$ cat config.mk
export PLATFORM = sky130hd
export DESIGN_NAME = usbf_sie_tx
export DESIGN_NICKNAME = d
export VERILOG_FILES = /design/src/rtl/usbf_sie_tx.sv
export SDC_FILE = /design/constraint.sdc
export NUM_CORES = 1
export LEC_CHECK = 0
export CORE_MARGIN = 1
export CORE_UTILIZATION = 45
export CTS_BUF_LIST = sky130_fd_sc_hd__clkbuf_4 sky130_fd_sc_hd__clkbuf_8 sky130_fd_sc_hd__clkbuf_16
export DETAILED_ROUTE_END_ITERATION = 8
export HOLD_SLACK_MARGIN = 0.06
export PLACE_DENSITY = 0.77
export SYNTH_ARGS = -nofsm -noshare
export SYNTH_HDL_FRONTEND = slang
export SYNTH_SLANG_ARGS = --single-unit
$ cat constraint.sdc
create_clock -name clk_i -period 5.65 [get_ports clk_i]
set_input_delay 1.695 -clock clk_i [delete_from_list [all_inputs] [get_ports clk_i]]
set_output_delay 1.695 -clock clk_i [all_outputs]
set_load 0.005 [all_outputs]
$ cat src/rtl/usbf_sie_tx.sv
// USB device SIE transmit path: PID-only or PID/payload/CRC16 packets
// onto the UTMI TX byte interface, with inter-packet gap enforcement.
module usbf_sie_tx #(
  parameter int unsigned IFS_CYCLES = 7
) (
  input  logic       clk_i,
  input  logic       rst_i,
  input  logic       enable_i,
  input  logic       rx_active_i,
  input  logic       tx_valid_i,
  input  logic [7:0] tx_pid_i,
  output logic       tx_accept_o,
  input  logic       data_valid_i,
  input  logic       data_strb_i,
  input  logic [7:0] data_i,
  input  logic       data_last_i,
  output logic       data_accept_o,
  output logic [7:0] utmi_data_o,
  output logic       utmi_txvalid_o,
  input  logic       utmi_txready_i,
  output logic       busy_o,
  output logic       underrun_o
);

  localparam int IW =
    (IFS_CYCLES > 0) ? $clog2(IFS_CYCLES + 1) : 1;
  localparam logic [IW-1:0] IFS_LD = IW'(IFS_CYCLES);

  typedef enum logic [2:0] {
    S_IDLE,
    S_PID,
    S_DATA,
    S_CRC_LO,
    S_CRC_HI
  } state_t;

  function automatic logic [15:0] usbf_crc16(
    input logic [15:0] crc,
    input logic [7:0]  d
  );
    logic [15:0] c;
    c = crc ^ {8'h00, d};
    for (int i = 0; i < 8; i++) begin
      if (c[0]) c = (c >> 1) ^ 16'hA001;
      else      c = c >> 1;
    end
    return c;
  endfunction

  state_t          state_q, state_d;
  logic [7:0]      pid_q, pid_d;
  logic [15:0]     crc_q, crc_d;
  logic [IW-1:0]   ifs_q, ifs_d;
  logic            pkt_end;
  logic            is_data;

  // DATA0/1/2/MDATA are exactly the PIDs whose low two bits are 11
  assign is_data = (pid_q[1:0] == 2'b11);

  always_ff @(posedge clk_i or negedge rst_i) begin
    if (!rst_i) begin
      state_q <= S_IDLE;
      pid_q   <= 8'h00;
      crc_q   <= 16'hFFFF;
      ifs_q   <= '0;
    end else begin
      state_q <= state_d;
      pid_q   <= pid_d;
      crc_q   <= crc_d;
      ifs_q   <= ifs_d;
    end
  end

  always_comb begin
    state_d        = state_q;
    pid_d          = pid_q;
    crc_d          = crc_q;
    tx_accept_o    = 1'b0;
    data_accept_o  = 1'b0;
    utmi_txvalid_o = 1'b0;
    utmi_data_o    = 8'h00;
    underrun_o     = 1'b0;
    pkt_end        = 1'b0;
    unique case (state_q)
      S_IDLE: begin
        if (tx_valid_i && !rx_active_i &&
            (ifs_q == '0)) begin
          tx_accept_o = 1'b1;
          pid_d       = tx_pid_i;
          crc_d       = 16'hFFFF;
          state_d     = S_PID;
        end
      end
      S_PID: begin
        utmi_txvalid_o = 1'b1;
        utmi_data_o    = pid_q;
        if (utmi_txready_i) begin
          if (is_data) begin
            state_d = S_DATA;
          end else begin
            state_d = S_IDLE;
            pkt_end = 1'b1;
          end
        end
      end
      S_DATA: begin
        utmi_data_o    = data_i;
        utmi_txvalid_o = data_valid_i & data_strb_i;
        data_accept_o  = data_valid_i &
                         (utmi_txready_i | !data_strb_i);
        if (!data_valid_i) begin
          underrun_o = 1'b1;
          pkt_end    = 1'b1;
          state_d    = S_IDLE;
        end else if (data_strb_i) begin
          if (utmi_txready_i) begin
            crc_d = usbf_crc16(crc_q, data_i);
            if (data_last_i) state_d = S_CRC_LO;
          end
        end else if (data_last_i) begin
          state_d = S_CRC_LO;
        end
      end
      S_CRC_LO: begin
        utmi_txvalid_o = 1'b1;
        utmi_data_o    = ~crc_q[7:0];
        if (utmi_txready_i) state_d = S_CRC_HI;
      end
      S_CRC_HI: begin
        utmi_txvalid_o = 1'b1;
        utmi_data_o    = ~crc_q[15:8];
        if (utmi_txready_i) begin
          state_d = S_IDLE;
          pkt_end = 1'b1;
        end
      end
      default: state_d = S_IDLE;
    endcase
    // Disable aborts whatever is in flight and forgets the request
    if (!enable_i) begin
      state_d        = S_IDLE;
      tx_accept_o    = 1'b0;
      data_accept_o  = 1'b0;
      utmi_txvalid_o = 1'b0;
      underrun_o     = 1'b0;
      pkt_end        = 1'b0;
    end
  end

  always_comb begin
    ifs_d = ifs_q;
    if (!enable_i || rx_active_i || pkt_end) begin
      ifs_d = IFS_LD;
    end else if (ifs_q != '0) begin
      ifs_d = ifs_q - IW'(1);
    end
  end

  assign busy_o = (state_q != S_IDLE) || (ifs_q != '0);

endmodule
# Yosys cells after proc, flatten, opt, wreduce, memory -nomap -nowiden

Cells that the tools add are included.

Muxes and demuxes: 70
Equality and inequality tests: 14
$add $sub $neg: 1
Reduce and logical (&&, ||, !) cells: 18
Bitwise logic cells: 14

Operators with widths:

| kind                | count |
|---|---|
| $mux 16             | 40 |
| $mux 3              | 11 |
| $pmux 16 s2         | 1 |
| $pmux 8 s4          | 1 |
| $not 2->3           | 8 |
| $not 8->8           | 2 |
| $xor 16x8->16       | 1 |
| $pmux 3 s5          | 1 |
| $mux 1              | 13 |
| $ne 3x3->1 const B  | 4 |
| $reduce_and 5->1    | 2 |
| $ne 2x2->1 const B  | 4 |
| $eq 3x2->1 const B  | 2 |
| $logic_not 3->1     | 2 |
| $reduce_bool 3->1   | 2 |
| $ne 5x5->1 const B  | 1 |
| $reduce_bool 2->1   | 2 |
| $eq 3x1->1 const B  | 1 |
| $eq 3x3->1 const B  | 1 |
| $logic_not 1->1     | 3 |
| $logic_or 1x1->1    | 3 |
| $pmux 1 s3          | 1 |
| $reduce_or 3->1     | 1 |
| $sub 3x1->3 const B | 1 |
| other kinds (7)     | 9 |

Input bits: 25
Logic and storage cells: 121
Bits in registers: 30

# Longest topological paths before layout

Gate-level depths: netlist (run 1).

Word-level depth: 49
Gate-level depth with buffers: 8
Depth with buffers taken out: 7

# Worst setup path before layout (run 1)

OpenSTA, ideal clock, no wires.

Path type: input -> output
Start: in rx_active_i
End: out tx_accept_o
Cell stages on the path: 3
Buffers on the path: 0
Setup slack: 1.632 ns
Data arrival time: 2.323 ns
Required time: 3.955 ns
Cell sequence: nand2b_1 > nor2_2 > and2_1

Cells in the longest elaborated chain, start to end: 6

RTL lines:

| item                            | line | source |
|---|---|---|
| start, declared                 | 9    | `input logic rx_active_i,` |
| $logic_not 1->1                 | 86   | `if (tx_valid_i && !rx_active_i &&` |
| $logic_and 1x1->1 (2 in series) | 86   |  |
| $mux 1                          | 86   |  |
| $mux 1                          | 84   | `unique case (state_q)` |
| $mux 1                          | 140  | `if (!enable_i) begin` |
| end, declared                   | 12   | `output logic tx_accept_o,` |

Every way passes these cells.

# Final worst setup path (run 1)

Start: in data_valid_i
End: out data_accept_o

Cells in the longest elaborated chain, start to end: 3

RTL lines:

| item            | line | source |
|---|---|---|
| start, declared | 13   | `input logic data_valid_i,` |
| $and 1x1->1     | 109  | `data_accept_o = data_valid_i &` |
| $mux 1          | 84   |  |
| $mux 1          | 140  |  |
| end, declared   | 17   | `output logic data_accept_o,` |

Every way passes these cells.

==> reports/summary.txt, run 1 <==
outcome -> finished clean
DR DRC count -> 0
fin nets -> 250
Relative slew margins -> 0.510
htree depth -> 2
Synth-to-Final Area Change -> 27.7%
power per cell area -> 224 nW/um^2
Critical Path End -> data_accept_o
total number of vias -> 1512
Commonest cells post-synth -> 16 x dfstp_2, 16 x xnor2_1, 15 x nand2_1, 15 x nor2_1, 14 x dfrtp_1
Syn Area/Cell -> 9.97 um^2
share of layout cells above drive strength 1 -> 0.170
die height -> 65.8 um
setup violators final -> 0
Setup Crit Path Kind -> input port to output port
switching part of the total -> 0.244
crit-path max cell delay -> 0.55 ns
Yosys warnings -> 0
Req. time, crit path -> 3.95 ns
setup TNS -> 0 ns
register area -> 771 um^2
wire per inst -> 15.3 um
CTS buffer count -> 5
leading area contributor after synthesis -> dfstp_2
hold buffers post-CTS -> 0
total grt overflow -> 0
Yosys top cell area share -> 0.229
Post-synth EDFFs -> 0
Synth Instances -> 184
register share of total power -> 0.459
Top FF cell, synth -> dfstp_2
Unique masters post-synth -> 38
n_diodes -> 0
placed inst area -> 2250 um^2
Port Buf Inserts -> 37
Data arrival, critical path -> 3.41 ns
slowest CP cell -> clkdlybuf4s50_1
CP endpoint kind -> output port
hold path startpoint -> pid_q[5]$_DFFE_PN0P_
worst flop-to-flop path endpoint -> crc_q[5]$_DFFE_PN1P_
final setup skew -> 0.00530 ns
IO Pins -> 38
Hold Crit Class -> flip-flop to flip-flop
Final ANT Viol Nets -> 0
Die ar. -> 4340 um^2
DRT Wirelength -> 4.17 mm
crit share post-route -> 0.903
largest cells by area after synthesis -> dfstp_2 23%, dfrtp_1 19%, xnor2_1 7.6%
initial core utilization -> 0.486
all-layer global routing usage -> 0.221
Buf+Inv Stages, Crit Path -> 2
RSZ-0062 raised after global routing -> no
Die W -> 65.8 um
worst r2r src -> state_q[0]$_DFFE_PN0P_
Overall Power -> 0.524 mW
r2r setup slk -> 3.30 ns
Vias/cell -> 5.56
Max Clock Freq -> 196 MHz
TritonRoute pass-1 iters -> 4
number of global-route vias before repair -> 1454
clock sinks -> 30
CP top delay family -> buffers and inverters
Setup Buffers After CTS -> 0
fin area -> 2340 um^2
Tmin final -> 5.10 ns
worst-case vdd ir drop -> 0.135 mV
Levels on crit path -> 4
DRT iter0 DRCs -> 94
area occupied by multi-input gates -> 1010 um^2
pin count of the biggest net entering global routing -> 31
CTS tree -> yes
first-pass GRT wire length -> 7.02 mm
post-DP HPWL -> 3.08 mm
crit path from -> data_valid_i
fin. max-slew vios -> 0
crit-path cells -> clkdlybuf4s50_1, nor3b_1, and3_1, clkdlybuf4s50_1
Pint -> 0.396 mW
fill cell count -> 335
mapped cell area -> 1830 um^2
Fin. Hold Viols -> 0
CTS root buf -> clkbuf_8
Seq/Total Area, Yosys -> 0.420
row cnt -> 22
P_sw -> 0.128 mW
crit path launch type -> input port
Comb power frac -> 0.206
core area -> 3770 um^2
Clk pin slew, worst setup/hold paths -> 0.06 ns
#FFs+latches synth -> 30
Reg2Reg Depth -> 5
initial antenna violation count -> 0
most frequent CP cell -> clkdlybuf4s50_1
Crit Path Max Fanout -> 6
Leak -> 0.926 nW
Clock Path Buffers -> 2
routability cong. -> 0.846
syn_nets -> 211
post-synthesis async set-or-reset flop share -> 1.00
clock share of power -> 0.335
max_cap viols -> 0
Slew @ Worst Pin -> 0.735 ns
post_cts resized -> 0
insertion delay to the later sink of the worst-skew pair -> 0.28 ns
metal layers:
| metal | GRT usage | share of wire |
|---|---|---|
| met3 | 0.0448 | 0.041 |
| met4 | 0.114 | 0.021 |
| met5 | 0 | 0 |
| met2 | 0.329 | 0.47 |
| met1 | 0.303 | 0.47 |
how the worst min path moves through the flow:
stage               slack (ns)  depth (start not counted)                    end
floorplan                 0.48                          2   ifs_q[2]$_DFFE_PN0P_
global placement          0.49                          1   pid_q[5]$_DFFE_PN0P_
detailed placement        0.50                          1   pid_q[5]$_DFFE_PN0P_
CTS                       0.52                          1   pid_q[5]$_DFFE_PN0P_
global route              0.53                          1  crc_q[11]$_DFFE_PN1P_
finish                    0.51                          1   pid_q[5]$_DFFE_PN0P_
placed cells by master (no fill, tap or decap):
| master | n |
|---|---|
| a21boi_0 | 1 |
| a21oi_1 | 9 |
| a2bb2oi_1 | 9 |
| a311oi_1 | 1 |
| a31oi_1 | 1 |
| and2_1 | 1 |
| and3_1 | 1 |
| and4_1 | 1 |
| buf_4 | 2 |
| clkbuf_4 | 3 |
| clkbuf_8 | 5 |
| clkdlybuf4s50_1 | 37 |
| dfrtp_1 | 14 |
| dfstp_2 | 16 |
| ha_1 | 2 |
| inv_1 | 6 |
| mux2_2 | 8 |
| mux2i_1 | 5 |
| nand2_1 | 15 |
| nand2b_1 | 11 |
| nand3_1 | 1 |
| nand3b_1 | 1 |
| nand4_1 | 2 |
| nor2_1 | 15 |
| nor2_2 | 1 |
| nor2b_1 | 3 |
| nor3_1 | 2 |
| nor3b_1 | 1 |
| nor4b_1 | 1 |
| o21ai_0 | 7 |
| o21ai_2 | 1 |
| o22a_1 | 7 |
| o22ai_1 | 10 |
| o2bb2ai_1 | 1 |
| xnor2_1 | 16 |
| xnor2_2 | 2 |
| xnor3_1 | 1 |
| xor2_1 | 3 |
| xor3_1 | 1 |
stage by stage:
| stage | util | hold WS, ns | cells | setup WS [ns] |
|---|---|---|---|---|
| 6_report | 0.621 | 0.512 | 272 | 0.548 |
| 5_1_grt | 0.621 | 0.525 | 272 | 0.491 |
| 4_1_cts | 0.621 | 0.517 | 272 | 0.575 |
| 3_5_place_dp | 0.597 | 0.503 | 264 | 0.601 |
| 3_3_place_gp | 0.597 | 0.491 | 264 | 0.637 |
| 2_1_floorplan | - | 0.478 | 184 | 1.63 |
final cells by class:
type / count / share of cell area
Tap cell: 48 / 0.0256
Multi-Input combinational cell: 141 / 0.432
Sequential cell: 30 / 0.329
Clock buffer: 8 / 0.0390
Timing Repair Buffer: 39 / 0.165
Inverter: 6 / 0.00962
power groups by stage:
stage	clock, mW	combinational [mW]	sequential (mW)
floorplan	0	0.0736	0.241
global placement	0	0.107	0.244
detailed placement	0	0.108	0.244
CTS	0.181	0.109	0.241
global route	0.191	0.117	0.242
finish	0.176	0.108	0.241
cell families after synthesis:
family / after synthesis / share of synthesized area
buf+inv: 13 / 0.0280
flops: 30 / 0.420
compound gates: 47 / 0.176
fa+ha+maj: 2 / 0.0136
mux: 13 / 0.0764
simple gates: 56 / 0.152
xor+xnor: 23 / 0.134
sequential cells by signal, summed over array words and instances (netlist names):
signal,flops
crc_q,16
pid_q,8
ifs_q,3
state_q,3
worst reg2reg max path, stage by stage (launching register included):
cell,delay (ns)
dfrtp_1,0.63
nand2b_1,0.32
nor2_1,0.16
nand4_1,0.43
o21ai_2,0.49
o22a_1,0.26
(Power assumes the default switching activity.)
==> run 2: changes to the inputs <==
--- a/config.mk
+++ b/config.mk
@@ -9,6 +9,7 @@
 export CORE_UTILIZATION = 45
 export CTS_BUF_LIST = sky130_fd_sc_hd__clkbuf_4 sky130_fd_sc_hd__clkbuf_8 sky130_fd_sc_hd__clkbuf_16
 export DETAILED_ROUTE_END_ITERATION = 8
+export GPL_TIMING_DRIVEN = 0
 export HOLD_SLACK_MARGIN = 0.06
 export PLACE_DENSITY = 0.77
 export SYNTH_ARGS = -nofsm -noshare
==> run 2 against run 1 <==
Global-route usage is 0.27 points higher. Maximum frequency is 0.69% higher. Sequential power hardly changed. Cell area is 1.2% higher. Combinational power hardly changed. Setup slack better by 0.035 ns. Critical path depth stayed put. Non-clock buffer count is 5 higher. Utilization is 0.73 points higher. Clock skew is 0.0023 ns higher.
==> reports/summary.txt, run 2 (synthesis results as in run 1) <==
outcome -> finished clean
number of global-route vias before repair -> 1494
final setup skew -> 0.00761 ns
Crit Path Max Fanout -> 6
Clk pin slew, worst setup/hold paths -> 0.06 ns
CP endpoint kind -> output port
post_cts resized -> 0
insertion delay to the later sink of the worst-skew pair -> 0.28 ns
crit path launch type -> input port
worst-case vdd ir drop -> 0.157 mV
Req. time, crit path -> 3.95 ns
share of layout cells above drive strength 1 -> 0.170
DRT iter0 DRCs -> 97
Pint -> 0.417 mW
CTS buffer count -> 5
Slew @ Worst Pin -> 0.647 ns
row cnt -> 22
register area -> 771 um^2
Most flops, register -> crc_q
Hold Crit Class -> flip-flop to flip-flop
DR DRC count -> 0
pin count of the biggest net entering global routing -> 31
fin nets -> 255
routability cong. -> 0.891
setup TNS -> 0 ns
power per cell area -> 232 nW/um^2
Vias/cell -> 5.38
max_cap viols -> 0
wire per inst -> 15.5 um
Synth-to-Final Area Change -> 29.2%
Die W -> 65.8 um
DP Cell Count -> 269
Max Clock Freq -> 197 MHz
Port Buf Inserts -> 37
Buf+Inv Stages, Crit Path -> 2
DRT Wirelength -> 4.28 mm
Top Registers -> crc_q x16, pid_q x8
clock sinks -> 30
clock share of power -> 0.366
total grt overflow -> 0
most frequent CP cell -> clkdlybuf4s50_1
Clock Path Buffers -> 2
crit share post-route -> 0.897
non-filler cells, final -> 277
commonest non-fill, non-tap cell in the layout -> clkdlybuf4s50_1
Setup Crit Path Kind -> input port to output port
slowest CP cell -> clkdlybuf4s50_1
Fin. Hold Viols -> 0
Tmin final -> 5.07 ns
Relative slew margins -> 0.569
area occupied by multi-input gates -> 1010 um^2
initial core utilization -> 0.486
P_sw -> 0.133 mW
fill cell count -> 320
n_diodes -> 0
Die ar. -> 4340 um^2
CP top delay family -> buffers and inverters
fin. max-slew vios -> 0
setup violators final -> 0
crit-path cells -> clkdlybuf4s50_1, nor3b_1, and3_1, clkdlybuf4s50_1
register share of total power -> 0.438
htree depth -> 2
total number of vias -> 1489
Final ANT Viol Nets -> 0
IO Pins -> 38
switching part of the total -> 0.242
max reg flops -> 16
CTS tree -> yes
all-layer global routing usage -> 0.224
Comb power frac -> 0.196
die height -> 65.8 um
initial antenna violation count -> 0
core area -> 3770 um^2
Setup Buffers After CTS -> 0
CTS root buf -> clkbuf_8
crit-path max cell delay -> 0.57 ns
Data arrival, critical path -> 3.37 ns
post-DP HPWL -> 3.21 mm
TritonRoute pass-1 iters -> 4
commonest cells after routing, fill and taps aside -> 36 x clkdlybuf4s50_1, 16 x xnor2_1, 16 x dfstp_2
RSZ-0062 raised after global routing -> no
hold buffers post-CTS -> 0
first-pass GRT wire length -> 7.08 mm
Leak -> 0.940 nW
## run 2: layout make-up
type / count / area share
tap: 48 / 0.0253
sequential: 30 / 0.325
multi-input combinational: 141 / 0.427
clock buffer: 8 / 0.0465
timing repair buffer: 37 / 0.154
inverter: 6 / 0.00950
buffer: 7 / 0.0121
## run 2: worst paths after layout
path,start,cells past startpoint,slack [ns],endpoint
hold reg to reg,pid_q[5]$_DFFE_PN0P_,1,0.51,pid_q[5]$_DFFE_PN0P_
setup reg to reg,state_q[1]$_DFFE_PN0P_,7,3.51,crc_q[12]$_DFFE_PN1P_
min in group asynchronous,rst_i,1,1.44,ifs_q[2]$_DFFE_PN0P_
setup / recovery,data_valid_i,4,0.58,data_accept_o
max in group asynchronous,rst_i,1,3.79,pid_q[5]$_DFFE_PN0P_
hold / removal,pid_q[5]$_DFFE_PN0P_,1,0.51,pid_q[5]$_DFFE_PN0P_
## run 2: routing by layer
metal / vias up / wire, um / GRT usage
li1: 743 / - / -
met4: 0 / 72 / 0.0897
met5: - / 0 / 0
met3: 7 / 150 / 0.0466
met1: 707 / 2080 / 0.303
met2: 32 / 1990 / 0.348
## run 2: power by group through the flow
stage	combinational [mW]	sequential (mW)	clock, mW
2_1_floorplan	0.0736	0.241	0
3_3_place_gp	0.106	0.244	0
3_5_place_dp	0.108	0.244	0
4_1_cts	0.108	0.241	0.205
5_1_grt	0.118	0.242	0.214
6_report	0.108	0.241	0.201
## run 2: metrics by stage
stage | worst slack (ns) | area, um^2 | utilization | hold slack [ns] | power [mW]
after floorplan | 1.63 | 1830 | - | 0.478 | 0.315
after global placement | 0.569 | 2260 | 0.601 | 0.492 | 0.350
after detailed placement | 0.577 | 2260 | 0.601 | 0.501 | 0.352
after CTS | 0.566 | 2370 | 0.630 | 0.514 | 0.555
after global routing | 0.467 | 2370 | 0.628 | 0.532 | 0.574
final | 0.583 | 2370 | 0.628 | 0.510 | 0.550
